<file path="config.mk">
export PLATFORM = sky130hd
export DESIGN_NAME = mem_client
export DESIGN_NICKNAME = d
export VERILOG_FILES = /design/src/rtl/mem_client_pkg.sv /design/src/rtl/mem_rr_arb.sv /design/src/rtl/mem_client.sv
export SDC_FILE = /design/constraint.sdc
export NUM_CORES = 1
export LEC_CHECK = 0
export ABC_AREA = 1
export BUFFER_PORTS_ARGS = -buffer_cell sky130_fd_sc_hd__buf_2
export CORE_AREA = 2 2 88 90
export DETAILED_ROUTE_END_ITERATION = 10
export DIE_AREA = 0 0 90 92
export PLACE_DENSITY = 0.77
export SETUP_SLACK_MARGIN = 0.1
export SYNTH_ARGS = -nofsm -noshare
export SYNTH_HDL_FRONTEND = slang
export SYNTH_SLANG_ARGS = --single-unit
</file>
<file path="constraint.sdc">
create_clock -name clk -period 4.65 [get_ports clk]
set_clock_uncertainty 0.2 [all_clocks]
set_input_delay 0.6975 -clock clk [delete_from_list [all_inputs] [get_ports clk]]
set_output_delay 0.6975 -clock clk [all_outputs]
set_load 0.005 [all_outputs]
</file>
<file path="src/rtl/mem_client_pkg.sv">
// mem_client_pkg: shared types and defaults for the memory client.
//   state_t : response FSM state (IDLE / LIVE / HELD)
//   src_t   : owner of the outstanding read response
//   GNT_*   : bit positions in the arbiter eligible/grant vectors
package mem_client_pkg;

  localparam int unsigned AW_DEFAULT = 16;
  localparam int unsigned DW_DEFAULT = 16;

  typedef enum logic [1:0] {
    IDLE,
    LIVE,
    HELD
  } state_t;

  typedef enum logic [1:0] {
    SRC_NONE,
    SRC_IF,
    SRC_D
  } src_t;

  localparam int unsigned GNT_IF = 0;
  localparam int unsigned GNT_D  = 1;

endpackage

</file>
<file path="src/rtl/mem_rr_arb.sv">
// mem_rr_arb: 2-input round-robin arbiter (IF vs D).
//   clk, rst : clock, synchronous active-high reset
//   elig     : per-port eligibility (bit GNT_IF, bit GNT_D); already includes valid
//   grant    : one-hot grant; a grant is an accept, so it also advances the pointer
module mem_rr_arb
  import mem_client_pkg::*;
(
  input  logic       clk,
  input  logic       rst,
  input  logic [1:0] elig,
  output logic [1:0] grant
);

  // 1 when D was granted most recently; reset to IF so D wins the first tie.
  logic last_d_q;
  logic last_d_d;

  always_comb begin
    grant    = elig;
    last_d_d = last_d_q;
    if (elig == 2'b11) begin
      grant = last_d_q ? 2'b01 : 2'b10;
    end
    if (grant[GNT_D]) begin
      last_d_d = 1'b1;
    end else if (grant[GNT_IF]) begin
      last_d_d = 1'b0;
    end
  end

  always_ff @(posedge clk) begin
    if (rst) begin
      last_d_q <= 1'b0;
    end else begin
      last_d_q <= last_d_d;
    end
  end

endmodule

</file>
<file path="src/rtl/mem_client.sv">
// mem_client: initiator-side controller for the single-write/dual-read
// synchronous CPU memory (registered reads, 1-cycle latency).
//   clk, rst                       : clock, synchronous active-high reset
//   if_req_* / if_rsp_*            : instruction fetch request / response (instr=mem[a], imm=mem[a+1])
//   d_req_* / d_rsp_*              : load/store request / load response
//   mem_wen, mem_waddr, mem_wdata  : memory write port
//   mem_raddr1/2, mem_rdata1/2     : memory read ports
// Reads are granted only when no response is outstanding or the outstanding
// one is consumed this cycle; stores can be granted in any state.
module mem_client
  import mem_client_pkg::*;
#(
  parameter int unsigned AW = AW_DEFAULT,
  parameter int unsigned DW = DW_DEFAULT
) (
  input  logic          clk,
  input  logic          rst,

  input  logic          if_req_valid,
  output logic          if_req_ready,
  input  logic [AW-1:0] if_req_addr,
  output logic          if_rsp_valid,
  input  logic          if_rsp_ready,
  output logic [DW-1:0] if_rsp_instr,
  output logic [DW-1:0] if_rsp_imm,

  input  logic          d_req_valid,
  output logic          d_req_ready,
  input  logic          d_req_we,
  input  logic [AW-1:0] d_req_addr,
  input  logic [DW-1:0] d_req_wdata,
  output logic          d_rsp_valid,
  input  logic          d_rsp_ready,
  output logic [DW-1:0] d_rsp_rdata,

  output logic          mem_wen,
  output logic [AW-1:0] mem_waddr,
  output logic [DW-1:0] mem_wdata,
  output logic [AW-1:0] mem_raddr1,
  output logic [AW-1:0] mem_raddr2,
  input  logic [DW-1:0] mem_rdata1,
  input  logic [DW-1:0] mem_rdata2
);

  state_t        state_q, state_d;
  src_t          pend_src_q, pend_src_d;
  logic [DW-1:0] cap1_q, cap1_d;
  logic [DW-1:0] cap2_q, cap2_d;

  logic [1:0]    elig;
  logic [1:0]    grant;
  logic          rsp_done;
  logic          rd_free;
  logic          rd_acc;
  src_t          rd_src;
  logic          held;

  // Response side. Valids are gated by rst so nothing is presented while in reset.
  always_comb begin
    held         = (state_q == HELD);
    if_rsp_valid = ~rst & (state_q != IDLE) & (pend_src_q == SRC_IF);
    d_rsp_valid  = ~rst & (state_q != IDLE) & (pend_src_q == SRC_D);
    if_rsp_instr = held ? cap1_q : mem_rdata1;
    if_rsp_imm   = held ? cap2_q : mem_rdata2;
    d_rsp_rdata  = held ? cap1_q : mem_rdata1;
    rsp_done     = (if_rsp_valid & if_rsp_ready) | (d_rsp_valid & d_rsp_ready);
    rd_free      = (state_q == IDLE) | rsp_done;
  end

  // Eligibility includes valid, so a grant is an accept.
  always_comb begin
    elig         = '0;
    elig[GNT_IF] = ~rst & if_req_valid & rd_free;
    elig[GNT_D]  = ~rst & d_req_valid & (d_req_we | rd_free);
  end

  mem_rr_arb u_arb (
    .clk   (clk),
    .rst   (rst),
    .elig  (elig),
    .grant (grant)
  );

  // Memory request side, combinational from the granted request.
  always_comb begin
    if_req_ready = grant[GNT_IF];
    d_req_ready  = grant[GNT_D];
    mem_wen      = 1'b0;
    mem_waddr    = '0;
    mem_wdata    = '0;
    mem_raddr1   = '0;
    mem_raddr2   = '0;
    rd_acc       = 1'b0;
    rd_src       = SRC_NONE;
    if (grant[GNT_IF]) begin
      mem_raddr1 = if_req_addr;
      mem_raddr2 = if_req_addr + AW'(1);
      rd_acc     = 1'b1;
      rd_src     = SRC_IF;
    end else if (grant[GNT_D]) begin
      if (d_req_we) begin
        mem_wen   = 1'b1;
        mem_waddr = d_req_addr;
        mem_wdata = d_req_wdata;
      end else begin
        mem_raddr1 = d_req_addr;
        rd_acc     = 1'b1;
        rd_src     = SRC_D;
      end
    end
  end

  // Response FSM.
  always_comb begin
    state_d    = state_q;
    pend_src_d = pend_src_q;
    cap1_d     = cap1_q;
    cap2_d     = cap2_q;
    unique case (state_q)
      IDLE: begin
        if (rd_acc) begin
          state_d    = LIVE;
          pend_src_d = rd_src;
        end
      end
      LIVE, HELD: begin
        if (rsp_done) begin
          if (rd_acc) begin
            state_d    = LIVE;
            pend_src_d = rd_src;
          end else begin
            state_d    = IDLE;
            pend_src_d = SRC_NONE;
          end
        end else if (state_q == LIVE) begin
          // Memory read data is only valid for one cycle; capture before it is lost.
          state_d = HELD;
          cap1_d  = mem_rdata1;
          cap2_d  = mem_rdata2;
        end
      end
      default: begin
        state_d    = IDLE;
        pend_src_d = SRC_NONE;
      end
    endcase
  end

  always_ff @(posedge clk) begin
    if (rst) begin
      state_q    <= IDLE;
      pend_src_q <= SRC_NONE;
      cap1_q     <= '0;
      cap2_q     <= '0;
    end else begin
      state_q    <= state_d;
      pend_src_q <= pend_src_d;
      cap1_q     <= cap1_d;
      cap2_q     <= cap2_d;
    end
  end

endmodule

</file>
==> results of run 1 <==
==> cells in the final DEF (no fill, tap or decap), types with 3 or more instances in the layout <==
cell        n
nor4_1      3
nand3_2     3
xor2_1      3
nor3_2      3
ha_1        4
nand3_1     8
buf_2     203
nor2_1     53
clkbuf_8    7
inv_2       5
inv_1      93
o22ai_1    13
o21ai_0    69
a21oi_1    43
nand2_1    59
nand4_1     3
dfxtp_1    37
nand2_2     3
nor3_1      4
==> stage by stage <==
step,hold WS (ns),instances,setup slack [ns]
global route,0.343,733,0.782
global placement,0.286,725,1.22
floorplan,0.270,460,1.95
detailed placement,0.315,725,1.13
CTS,0.325,733,1.00
finish,0.320,733,0.992
==> critical path, stage by stage (launching register included) <==
cell and delay (ns):
dfxtp_1 0.34, inv_1 0.09, ha_1 0.31, nor2_4 0.06, nand3_2 0.12, nand3_4 0.11
nand2_2 0.07, inv_2 0.05, nand2_2 0.41, clkinv_1 0.48, a21oi_1 0.26, nor2_1 0.05
buf_2 0.12
==> power breakdown <==
group          switching, uW  leakage [uW]  total (uW)  internal [uW]
logic                    195       0.00189         326            131
registers               16.3      0.000299         357            341
clock network            116     0.0000549         253            137
==> kinds of logic (layout without fill, tap and decap cells) <==
| logic type | count (synthesis) | in the layout |
|---|---|---|
| AOI/OAI and AO/OA | 129 | 129 |
| xor gates and xnor gates | 3 | 3 |
| adders and majority gates | 5 | 5 |
| buffers and inverters | 139 | 310 |
| DFF | 37 | 37 |
| and+or+nand+nor | 147 | 147 |
==> layer usage <==
metal  vias up  GRT usage [%]  wire, um
met2       178           35.3      4180
met3         8           6.16       949
met5         -              0         0
met4         0           4.49        57
met1      1527           23.0      3520
li1       1772              -         -
==> sequential cells by signal (all words and copies together), names as in the netlist <==
signal and count:
cap2_q 16, u_arb.last_d_q 1, pend_src_q 2, cap1_q 16
state_q 2
==> synthesized netlist by cell type, types with 2 or more instances <==
cell / n / area [sq um]
a21oi_1: 43 / 215
buf_2: 6 / 30.0
buf_4: 16 / 120
buf_6: 7 / 78.8
clkbuf_1: 11 / 41.3
dfxtp_1: 37 / 741
ha_1: 5 / 62.6
inv_1: 93 / 349
inv_2: 5 / 18.8
nand2_1: 59 / 221
nand2_2: 3 / 18.8
nand3_1: 8 / 40.0
nand3_2: 3 / 30.0
nand4_1: 3 / 18.8
nor2_1: 53 / 199
nor2_2: 2 / 12.5
nor3_1: 4 / 20.0
nor3_2: 3 / 30.0
nor3b_1: 2 / 15.0
nor4_1: 3 / 18.8
o21ai_0: 69 / 345
o22ai_1: 13 / 81.3
xor2_1: 3 / 26.3
==> how the worst min path moves through the flow <==
| stage | startpoint | end | depth (start not counted) |
|---|---|---|---|
| after CTS | pend_src_q[0] | pend_src_q[0] | 2 |
| final | state_q[0] | state_q[0] | 2 |
| after global routing | state_q[0] | state_q[0] | 2 |
| after floorplan | state_q[1] | state_q[1] | 2 |
| after global placement | state_q[1] | state_q[1] | 2 |
| after detailed placement | pend_src_q[0] | pend_src_q[0] | 2 |
==> layout make-up <==
| class | count | area [sq um] | share of cell area, % |
|---|---|---|---|
| inverter | 99 | 372 | 9.69 |
| timing repair buffer | 203 | 1020 | 26.5 |
| clock inverter | 1 | 8.76 | 0.228 |
| multi-input combinational | 284 | 1470 | 38.4 |
| clock buffer | 7 | 96.3 | 2.51 |
| tap | 102 | 128 | 3.33 |
| sequential | 37 | 741 | 19.3 |
==> tab_implementation.tex, run 1 <==
\begin{tabular}{lr}
\hline
Metric & Value \\
\hline
\multicolumn{2}{l}{\textbf{Outcome}} \\
Status & finished, final reports clean \\
\multicolumn{2}{l}{\textbf{Synth}} \\
Synth Area in Compound Gates & between 20\% and 30\% \\
Mux share of post-synthesis cell area & 0\% \\
Adder-cell share of the synthesized area & under 10\% \\
Async set or reset register ratio after synthesis & 0\% \\
Distinct cell type count after synthesis & 32 \\
Synthesized cell area & between 2000 and 3000 sq um \\
Number of nets produced by synthesis & 552 \\
Syn Area/Cell & slightly above 6 sq um \\
Area share of xor/xnor cells in the synthesized design & less than 1\% \\
Main combinational cell family by area after synthesis & compound AO/OA/AOI/OAI gates \\
Post-Syn Instances & between 400 and 500 \\
Yosys warnings & 0 \\
Most common flop cell mapped by yosys & dfxtp\_1 \\
Sequential fraction of the synthesis area & 26.0\% \\
Synth Register Bits & 37 \\
Number of enable flip-flop cells after synthesis & 0 \\
Post-synthesis share of cell area spent on and, or, nand and nor gates & between 20\% and 30\% \\
\multicolumn{2}{l}{\textbf{Clock network}} \\
Clock transition at the register clock pins on the worst setup and hold paths after CTS & $\sim$0.070 ns \\
Cts bufs inserted & 5 \\
Clock sink count & 37 \\
Post-CTS repair timing setup buffer count & 0 \\
CTS Hold Bufs & 0 \\
Number of buffers between clock root and the deepest sink & 2 \\
CTS H-Tree Depth & 2 \\
Clock insertion delay at the later pin of the skew report & around 0.28 ns \\
Root cell of the clock tree & clkbuf\_8 \\
CTS resizes & 0 \\
CTS tree & yes \\
\multicolumn{2}{l}{\textbf{Power}} \\
Pwr Density & roughly 240 nW/um\^{}2 \\
Static leakage power & 0.00225 uW \\
Worst vdd ir & 180 uV \\
Total power & about 940 uW \\
\multicolumn{2}{l}{\textbf{Drt}} \\
Detailed-route wire length & between 8000 and 9000 um \\
Length of the first detailed-routing pass in iterations & 6 \\
Initial DRC count & 195 \\
Avg Vias per Cell & roughly 4.8 \\
Vias after detailed routing & 3485 \\
Number of nets with antenna violations after detailed routing & 0 \\
Number of remaining DRC errors & 0 \\
Average routed wire per standard cell & roughly 12 um \\
\multicolumn{2}{l}{\textbf{Global routing}} \\
Number of antenna violations at the first check in global routing & 0 \\
Number of global-route vias before repair & slightly above 3000 \\
Largest net degree at the start of global routing & 65 \\
Total overflow reported by the global router & 0 \\
Tot GR Track Use & between 10\% and 20\% \\
First-pass GRT wire length & $\sim$14000 um \\
\multicolumn{2}{l}{\textbf{Layout}} \\
Number of filler instances in the final layout & 758 \\
Post-layout util & 51.5\% \\
Antenna diode count & 0 \\
Area growth from synthesis to layout & 34.4\% \\
Nets@finish & slightly above 700 \\
Post-route cell area & approximately 3800 sq um \\
Fraction of final layout cells with drive strength greater than 1 & $\sim$37\% \\
\multicolumn{2}{l}{\textbf{Floorplan}} \\
Die H & slightly above 90 um \\
Initial standard-cell utilization of the core & 38.3\% \\
Floorplan Core Area & 7450 sq um \\
Number of placement rows & 32 \\
Die Span X & 90 um \\
Number of placed I/O pins & 204 \\
Die area & about 8300 sq um \\
\multicolumn{2}{l}{\textbf{STA}} \\
Final-report max-slew violation count & 0 \\
Transition at the pin with the smallest max-transition slack & around 0.95 ns \\
RSZ-0062 raised after global routing & no \\
Final hold violation count & 0 \\
Summed negative setup slack over all endpoints & 0 ns \\
Slew headroom & between 30\% and 40\% \\
Final period demand of the worst path & between 3 and 4 ns \\
Final clock period utilization by the worst path & about four fifths \\
Max Freq & 273 MHz \\
Number of setup violations in the final report & 0 \\
\multicolumn{2}{l}{\textbf{Setup path}} \\
Data required time of the worst path & between 3 and 4 ns \\
Largest fanout on the critical path & 30 \\
Startpoint types & register \\
Setup slack on the worst flop-to-flop path & slightly below 2 ns \\
Type of destination of the critical path & primary output \\
Timing endpoint of the critical path & mem\_raddr2[14] \\
Arrival time worst endpoint & 2.76 ns \\
Launch point of the worst reg-to-reg path & state\_q[0] \\
Critical path class & register to primary output \\
Worst setup path startpoint & state\_q[0] \\
Endpoint of the most critical register-to-register path & pend\_src\_q[0] \\
FF-to-FF path depth & 13 \\
\multicolumn{2}{l}{\textbf{Placed design}} \\
Half-perimeter wire length of the detailed placement result & 6770 um \\
Area after DPL & 3730 sq um \\
RD Place Congestion & between 0.9 and 1 \\
Port Buf Inserts & 203 \\
\multicolumn{2}{l}{\textbf{Run}} \\
Number of max-capacitance violations reported & 0 \\
\multicolumn{2}{l}{\textbf{Min path}} \\
Type of the worst min-delay path & register to register \\
\hline
\end{tabular}
(Power assumes the default switching activity.)
==> run 2: changes to the inputs <==
--- a/config.mk
+++ b/config.mk
@@ -5,12 +5,12 @@
 export SDC_FILE = /design/constraint.sdc
 export NUM_CORES = 1
 export LEC_CHECK = 0
-export ABC_AREA = 1
+export ABC_AREA = 0
 export BUFFER_PORTS_ARGS = -buffer_cell sky130_fd_sc_hd__buf_2
-export CORE_AREA = 2 2 88 90
+export CORE_AREA = 2 2 93 95
 export DETAILED_ROUTE_END_ITERATION = 10
-export DIE_AREA = 0 0 90 92
-export PLACE_DENSITY = 0.77
+export DIE_AREA = 0 0 95 97
+export PLACE_DENSITY = 0.75
 export SETUP_SLACK_MARGIN = 0.1
 export SYNTH_ARGS = -nofsm -noshare
 export SYNTH_HDL_FRONTEND = slang
==> constraint.sdc (replaced) <==
create_clock -name clk -period 3.65 [get_ports clk]
set_clock_uncertainty 0.2 [all_clocks]
set_input_delay 0.5475 -clock clk [delete_from_list [all_inputs] [get_ports clk]]
set_output_delay 0.5475 -clock clk [all_outputs]
set_load 0.005 [all_outputs]
==> run 2 against run 1 <==
Against the previous run:
- cell area is 11% higher
- global-route usage increased by 0.32 points
- clock-buffer cell count did not move
- via count grew 0.37%
- highest routed layer unchanged
- combinational power is 69% higher
- largest power group is now combinational logic
- power is 47% higher
- first-iteration DRC count decreased by 54%
==> tab_implementation.tex, run 2 <==
\begin{tabular}{lr}
\hline
Metric & Value \\
\hline
\multicolumn{2}{l}{\textbf{STA}} \\
Final clock period utilization by the worst path & roughly 87\% \\
Transition at the pin with the smallest max-transition slack & 1.27 ns (+0.320 ns) \\
RSZ-0062 raised after global routing & no \\
Final-report max-slew violation count & 0 (unchanged) \\
Final hold violation count & 0 (unchanged) \\
Worst Hold Margin & 0.300 ns (-0.0206 ns) \\
Summed negative setup slack over all endpoints & 0 ns (unchanged) \\
Final period demand of the worst path & roughly 3.2 ns \\
Max Freq & $\sim$320 MHz \\
Number of setup violations in the final report & 0 (unchanged) \\
Slew headroom & 15.7\% (-21 points) \\
\multicolumn{2}{l}{\textbf{Synth}} \\
Synthesized cell area & 3230 sq um (+13\%) \\
Yosys warnings & 0 (unchanged) \\
Most common flop cell mapped by yosys & dfxtp\_1 \\
Most common cell in the netlist & inv\_1 \\
Adder-cell share of the synthesized area & 1.94\% (-0.26 points) \\
Sequential fraction of the synthesis area & 22.9\% (-3.0 points) \\
Synth Register Bits & 37 (unchanged) \\
Post-synthesis share of cell area spent on and, or, nand and nor gates & 17.6\% (-6.2 points) \\
Distinct cell type count after synthesis & 51 (+59\%) \\
Synth Area in Compound Gates & 28.1\% (+3.5 points) \\
Post-Syn Instances & 381 (-17\%) \\
Number of nets produced by synthesis & 473 (-14\%) \\
Share of the synthesized area in the top cell type & 22.9\% (-3.0 points) \\
Cell type with the highest aggregate area in the netlist & dfxtp\_1 \\
Main combinational cell family by area after synthesis & compound AO/OA/AOI/OAI gates \\
Ranking of synthesized cells by instance count & inv\_1, dfxtp\_1, and2\_1 \\
Number of enable flip-flop cells after synthesis & 0 (unchanged) \\
Syn Area/Cell & 8.48 sq um (+37\%) \\
Mux share of post-synthesis cell area & 11.8\% (+12 points) \\
Cells taking the most area after synthesis & dfxtp\_1, mux2\_2, a311oi\_1 \\
Area share of xor/xnor cells in the synthesized design & 3.25\% (+2.3 points) \\
Async set or reset register ratio after synthesis & 0\% (unchanged) \\
\multicolumn{2}{l}{\textbf{Clock network}} \\
Clock sink count & 37 (unchanged) \\
Cts bufs inserted & 5 (unchanged) \\
Root cell of the clock tree & clkbuf\_8 \\
CTS H-Tree Depth & 2 (unchanged) \\
Post-CTS repair timing setup buffer count & 0 (unchanged) \\
Clock transition at the register clock pins on the worst setup and hold paths after CTS & 0.08 ns (about the same) \\
CTS tree & yes \\
Number of buffers between clock root and the deepest sink & 2 (unchanged) \\
Clock insertion delay at the later pin of the skew report & 0.28 ns (about the same) \\
CTS Hold Bufs & 0 (unchanged) \\
CTS resizes & 0 (unchanged) \\
\multicolumn{2}{l}{\textbf{Placed design}} \\
Half-perimeter wire length of the detailed placement result & 7210 um (+6.5\%) \\
Port Buf Inserts & 203 (unchanged) \\
RD Place Congestion & 0.886 (-3.9\%) \\
\multicolumn{2}{l}{\textbf{Layout}} \\
Post-layout util & 52.3\% (+0.77 points) \\
Number of filler instances in the final layout & 798 (+5.3\%) \\
Antenna diode count & 0 (unchanged) \\
Area growth from synthesis to layout & 31.6\% \\
Fraction of final layout cells with drive strength greater than 1 & 53.1\% (+16 points) \\
Top library cells by usage in the layout, fill and taps aside & buf\_2, inv\_1, dfxtp\_1, and2\_1 \\
Top Registers & cap1\_q (16), cap2\_q (16) \\
Most frequent standard cell in the layout excluding fill and tap cells & buf\_2 \\
Nets@finish & 637 (-12\%) \\
\multicolumn{2}{l}{\textbf{Setup path}} \\
Data required time of the worst path & 2.90 ns (-0.85 ns) \\
Startpoint types & register \\
Cell with the largest stage delay on the worst path & o211a\_1 \\
Critical path class & register to primary output \\
Largest fanout on the critical path & 33 (+10\%) \\
Arrival time worst endpoint & 2.42 ns (-0.34 ns) \\
Type of destination of the critical path & primary output \\
Cell-by-cell trace of the critical path & inv\_1 -> ha\_1 -> nor3\_1 -> o211a\_1 -> and2\_1 -> buf\_2 \\
Delay of the slowest cell on the worst path & 0.69 ns (+0.21 ns) \\
\multicolumn{2}{l}{\textbf{Floorplan}} \\
Number of placed I/O pins & 204 (unchanged) \\
Die Span X & 95 um (+5.6\%) \\
Initial standard-cell utilization of the core & 39.7\% (+1.4 points) \\
Die H & 97 um (+5.4\%) \\
Floorplan Core Area & 8130 sq um (+9.2\%) \\
Number of placement rows & 33 (+3.1\%) \\
Die area & 9220 sq um (+11\%) \\
\multicolumn{2}{l}{\textbf{Global routing}} \\
Tot GR Track Use & 20.0\% (+0.32 points) \\
Largest net degree at the start of global routing & 39 (-40\%) \\
First-pass GRT wire length & 15200 um (+11\%) \\
Number of global-route vias before repair & 3253 (+4.8\%) \\
Number of antenna violations at the first check in global routing & 0 (unchanged) \\
Total overflow reported by the global router & 0 (unchanged) \\
\multicolumn{2}{l}{\textbf{Drt}} \\
Number of nets with antenna violations after detailed routing & 0 (unchanged) \\
Avg Vias per Cell & 5.37 (+13\%) \\
Vias after detailed routing & 3498 (+0.37\%) \\
Length of the first detailed-routing pass in iterations & 4 (-2) \\
Average routed wire per standard cell & 15.0 um (+26\%) \\
Initial DRC count & 90 (-54\%) \\
Detailed-route wire length & 9760 um (+12\%) \\
Number of remaining DRC errors & 0 (unchanged) \\
\multicolumn{2}{l}{\textbf{Min path}} \\
Type of the worst min-delay path & input port to register \\
\multicolumn{2}{l}{\textbf{Power}} \\
Worst vdd ir & 191 uV (+6.1\%) \\
Pwr Density & 325 nW/um\^{}2 (+33\%) \\
Total power & 1380 uW (+47\%) \\
Static leakage power & 0.00200 uW (-11\%) \\
\multicolumn{2}{l}{\textbf{Run}} \\
Number of max-capacitance violations reported & 0 (unchanged) \\
\multicolumn{2}{l}{\textbf{Outcome}} \\
Status & finished, final reports clean \\
\hline
\end{tabular}
-- run 2: cell count changes after synthesis, sizes merged, moves of 32 or more --
cell	delta
a311oi	+32
o21ai	-63
and2	+35
nand2	-54
mux2	+32
a21oi	-38
a31o	+32
inv	-59
nor2	-40
-- run 2: where the power goes --
| part | internal, uW | total (uW) | switching [uW] |
|---|---|---|---|
| Sequential | 439 | 461 | 21.7 |
| Clock | 223 | 369 | 146 |
| Combinational | 235 | 551 | 315 |
| Total | 898 | 1380 | 482 |
-- run 2: layer usage --
| layer | global-route usage [%] | share of wire, % |
|---|---|---|
| met5 | 0 | 0 |
| met4 | 4.46 | 0.60 |
| met3 | 3.82 | 8.0 |
| met2 | 36.2 | 51 |
| met1 | 24.0 | 40 |
-- run 2: logic make-up after synthesis --
group	after synthesis
simple gates	96
flops	37
fa+ha+maj	5
compound gates	104
mux	34
xor+xnor	12
buf+inv	93
-- run 2: layout make-up --
cell class	count	area [sq um]	share of cell area (%)
repair buffers	210	1080	25.4
clock buffers	7	86.3	2.03
well taps	105	131	3.09
flip-flops and latches	37	741	17.4
multi-input cells	251	2030	47.7
clock inverters	1	30.0	0.707
inverters	40	155	3.65
-- run 2: worst max-delay path: cells and delay by family, from the launching register on --
family,cells,cell delay [ns]
AO/OA/AOI/OAI,1,0.69
AND/OR/NAND/NOR,2,0.54
flip-flops,1,0.37
adder cells (fa/ha/maj),1,0.33
buffers and inverters,2,0.21
-- run 2: stage by stage --
step	instance area, sq um	setup slack, ns	cells
final	4250	0.479	651
after detailed placement	4130	0.728	643
after CTS	4250	0.468	651
after global routing	4250	0.291	651
after global placement	4130	0.842	643
after floorplan	3230	1.16	381
-- run 2: final timing paths --
kind                  start        endpoint  slack [ns]  cells past startpoint
min reg2reg  u_arb.last_d_q  u_arb.last_d_q        0.35                      2
min           mem_rdata1[5]       cap1_q[5]        0.30                      2
max              state_q[0]    mem_wdata[9]        0.48                      6
max reg2reg      state_q[0]      cap2_q[14]        1.04                      6
==> run 3: changes to the inputs <==
--- a/config.mk
+++ b/config.mk
@@ -7,10 +7,10 @@
 export LEC_CHECK = 0
 export ABC_AREA = 0
 export BUFFER_PORTS_ARGS = -buffer_cell sky130_fd_sc_hd__buf_2
-export CORE_AREA = 2 2 93 95
+export CORE_AREA = 2 2 89 91
 export DETAILED_ROUTE_END_ITERATION = 10
-export DIE_AREA = 0 0 95 97
-export PLACE_DENSITY = 0.75
+export DIE_AREA = 0 0 91 93
+export PLACE_DENSITY = 0.81
 export SETUP_SLACK_MARGIN = 0.1
 export SYNTH_ARGS = -nofsm -noshare
 export SYNTH_HDL_FRONTEND = slang
==> run 3 against run 2 <==
Against the previous run:
- setup slack gained 0.074 ns
- register-to-register slack improved by 0.30 ns
- highest routed layer unchanged
- global-route usage grew 1.8 points
- largest power group unchanged
- combinational power is 1% higher
- final cell count is 0.46% lower
- cell area is 0.53% lower
==> tab_implementation.tex, run 3 (synthesized netlist as in run 2, its figures left out) <==
\begin{tabular}{lr}
\hline
Metric & Value \\
\hline
\multicolumn{2}{l}{\textbf{Clock network}} \\
Post-CTS repair timing setup buffer count & 0 (unchanged) \\
Clock transition at the register clock pins on the worst setup and hold paths after CTS & 0.07 ns (about the same) \\
Cts bufs inserted & 5 (unchanged) \\
Clock insertion delay at the later pin of the skew report & 0.28 ns (about the same) \\
Clock sink count & 37 (unchanged) \\
CTS tree & yes \\
CTS Hold Bufs & 0 (unchanged) \\
Number of buffers between clock root and the deepest sink & 2 (unchanged) \\
CTS resizes & 0 (unchanged) \\
Root cell of the clock tree & clkbuf\_8 \\
CTS H-Tree Depth & 2 (unchanged) \\
\multicolumn{2}{l}{\textbf{Setup path}} \\
Cell with the largest stage delay on the worst path & o211a\_1 \\
Startpoint types & register \\
Type of destination of the critical path & primary output \\
Worst setup path startpoint & state\_q[1] \\
Critical path class & register to primary output \\
FF-to-FF path depth & 6 (unchanged) \\
Launch point of the worst reg-to-reg path & state\_q[1] \\
Data required time of the worst path & 2.90 ns (about the same) \\
Largest fanout on the critical path & 33 (unchanged) \\
Arrival time worst endpoint & 2.35 ns (-0.07 ns) \\
Cell-by-cell trace of the critical path & inv\_1 -> ha\_1 -> nor3\_1 -> o211a\_1 -> and2\_1 -> buf\_2 \\
Delay of the slowest cell on the worst path & 0.66 ns (-0.03 ns) \\
\multicolumn{2}{l}{\textbf{Global routing}} \\
Total overflow reported by the global router & 0 (unchanged) \\
Number of antenna violations at the first check in global routing & 0 (unchanged) \\
Tot GR Track Use & 21.8\% (+1.8 points) \\
Number of global-route vias before repair & 3365 (+3.4\%) \\
First-pass GRT wire length & 15500 um (+1.6\%) \\
Largest net degree at the start of global routing & 35 (-10\%) \\
\multicolumn{2}{l}{\textbf{Layout}} \\
Post-layout util & 56.2\% (+3.9 points) \\
Area growth from synthesis to layout & 30.9\% \\
Top Registers & cap1\_q (16), cap2\_q (16) \\
Top library cells by usage in the layout, fill and taps aside & buf\_2, inv\_1, dfxtp\_1, and2\_1 \\
Post-layout instance count excluding filler cells & 648 (-0.46\%) \\
Area taken by multi-input logic gates & 2030 sq um (unchanged) \\
Fraction of final layout cells with drive strength greater than 1 & 53.3\% (+0.18 points) \\
Number of filler instances in the final layout & 730 (-8.5\%) \\
Antenna diode count & 0 (unchanged) \\
Nets@finish & 638 (+0.16\%) \\
Seq. cell area & 741 sq um (unchanged) \\
Most frequent standard cell in the layout excluding fill and tap cells & buf\_2 \\
\multicolumn{2}{l}{\textbf{STA}} \\
Final hold violation count & 0 (unchanged) \\
Final clock period utilization by the worst path & 84.9\% (-2.0 points) \\
Slew headroom & 50.3\% (+35 points) \\
Final period demand of the worst path & 3.10 ns (-0.0736 ns) \\
RSZ-0062 raised after global routing & no \\
Final-report max-slew violation count & 0 (unchanged) \\
Max Freq & 323 MHz (+2.4\%) \\
Transition at the pin with the smallest max-transition slack & 0.745 ns (-0.520 ns) \\
Number of setup violations in the final report & 0 (unchanged) \\
Summed negative setup slack over all endpoints & 0 ns (unchanged) \\
\multicolumn{2}{l}{\textbf{Floorplan}} \\
Die Span X & 91 um (-4.2\%) \\
Die H & 93 um (-4.1\%) \\
Initial standard-cell utilization of the core & 42.9\% (+3.2 points) \\
Number of placed I/O pins & 204 (unchanged) \\
Floorplan Core Area & 7530 sq um (-7.5\%) \\
Die area & 8460 sq um (-8.2\%) \\
Number of placement rows & 32 (-3.0\%) \\
\multicolumn{2}{l}{\textbf{Placed design}} \\
RD Place Congestion & 0.862 (-2.7\%) \\
Placed Instances & 641 (-0.31\%) \\
Half-perimeter wire length of the detailed placement result & 7370 um (+2.3\%) \\
Port Buf Inserts & 203 (unchanged) \\
\multicolumn{2}{l}{\textbf{Power}} \\
Worst vdd ir & 215 uV (+12\%) \\
Static leakage power & 0.00199 uW (-0.46\%) \\
Pwr Density & 311 nW/um\^{}2 (-4.2\%) \\
\multicolumn{2}{l}{\textbf{Drt}} \\
Length of the first detailed-routing pass in iterations & 4 (unchanged) \\
Avg Vias per Cell & 5.43 (+1.1\%) \\
Vias after detailed routing & 3519 (+0.60\%) \\
Number of nets with antenna violations after detailed routing & 0 (unchanged) \\
Detailed-route wire length & 9720 um (-0.47\%) \\
Average routed wire per standard cell & 15.0 um (about the same) \\
Initial DRC count & 182 (+100\%) \\
Number of remaining DRC errors & 0 (unchanged) \\
\multicolumn{2}{l}{\textbf{Min path}} \\
Cell depth of the worst hold path & 2 (unchanged) \\
Hold Crit Start & mem\_rdata1[1] \\
Type of the worst min-delay path & input port to register \\
\multicolumn{2}{l}{\textbf{Outcome}} \\
Status & finished, final reports clean \\
\multicolumn{2}{l}{\textbf{Run}} \\
Number of max-capacitance violations reported & 0 (unchanged) \\
\hline
\end{tabular}
-- run 3: changes by cell type in the layout (fill, tap and decap cells not counted) --
| cell | before | now |
|---|---|---|
| buf_4 | 6 | 7 |
| bufinv_16 | 1 | 0 |
| clkbuf_1 | 1 | 0 |
| clkinvlp_4 | 0 | 1 |
-- run 3: final cells by class --
cell class                 count  area share (%)
clock inverter                 1           0.178
timing repair buffer         211            25.7
clock buffer                   6            1.95
tap                          102            3.02
inverter                      40            3.67
sequential                    37            17.5
multi-input combinational    251            47.9
-- run 3: through the flow --
step | worst slack (ns) | power [uW] | instance area [sq um] | hold WS [ns]
4_1_cts | 0.534 | 1320 | 4230 | 0.297
3_3_place_gp | 0.707 | 1000 | 4140 | 0.309
3_5_place_dp | 0.702 | 1020 | 4140 | 0.318
5_1_grt | 0.272 | 1400 | 4230 | 0.303
2_1_floorplan | 1.16 | 837 | 3230 | 0.284
6_report | 0.553 | 1320 | 4230 | 0.299
-- run 3: power by group --
group	internal [uW]	total (uW)	switching (uW)
Sequential	439	461	21.9
Clock	149	297	148
Combinational	241	557	315
Total	830	1320	485
-- run 3: critical path, delay by kind of cell, from the launching register on --
family	cells	cell delay, ns
buf+inv	2	0.21
compound gates	1	0.66
fa+ha+maj	1	0.31
simple gates	2	0.48
flops	1	0.39
-- run 3: worst paths after layout --
check,slack [ns],to
setup / recovery,0.55,mem_wdata[11]
hold / removal,0.30,cap1_q[1]
setup reg to reg,1.34,pend_src_q[1]
hold reg to reg,0.34,pend_src_q[1]
-- run 3: routing by layer --
metal | global-route usage, % | vias to the layer above | part of all wire, %
met3 | 3.87 | 10 | 6.5
met1 | 26.7 | 1657 | 42
li1 | - | 1705 | -
met5 | 0 | - | 0
met4 | 4.67 | 0 | 1.1
met2 | 39.9 | 147 | 51
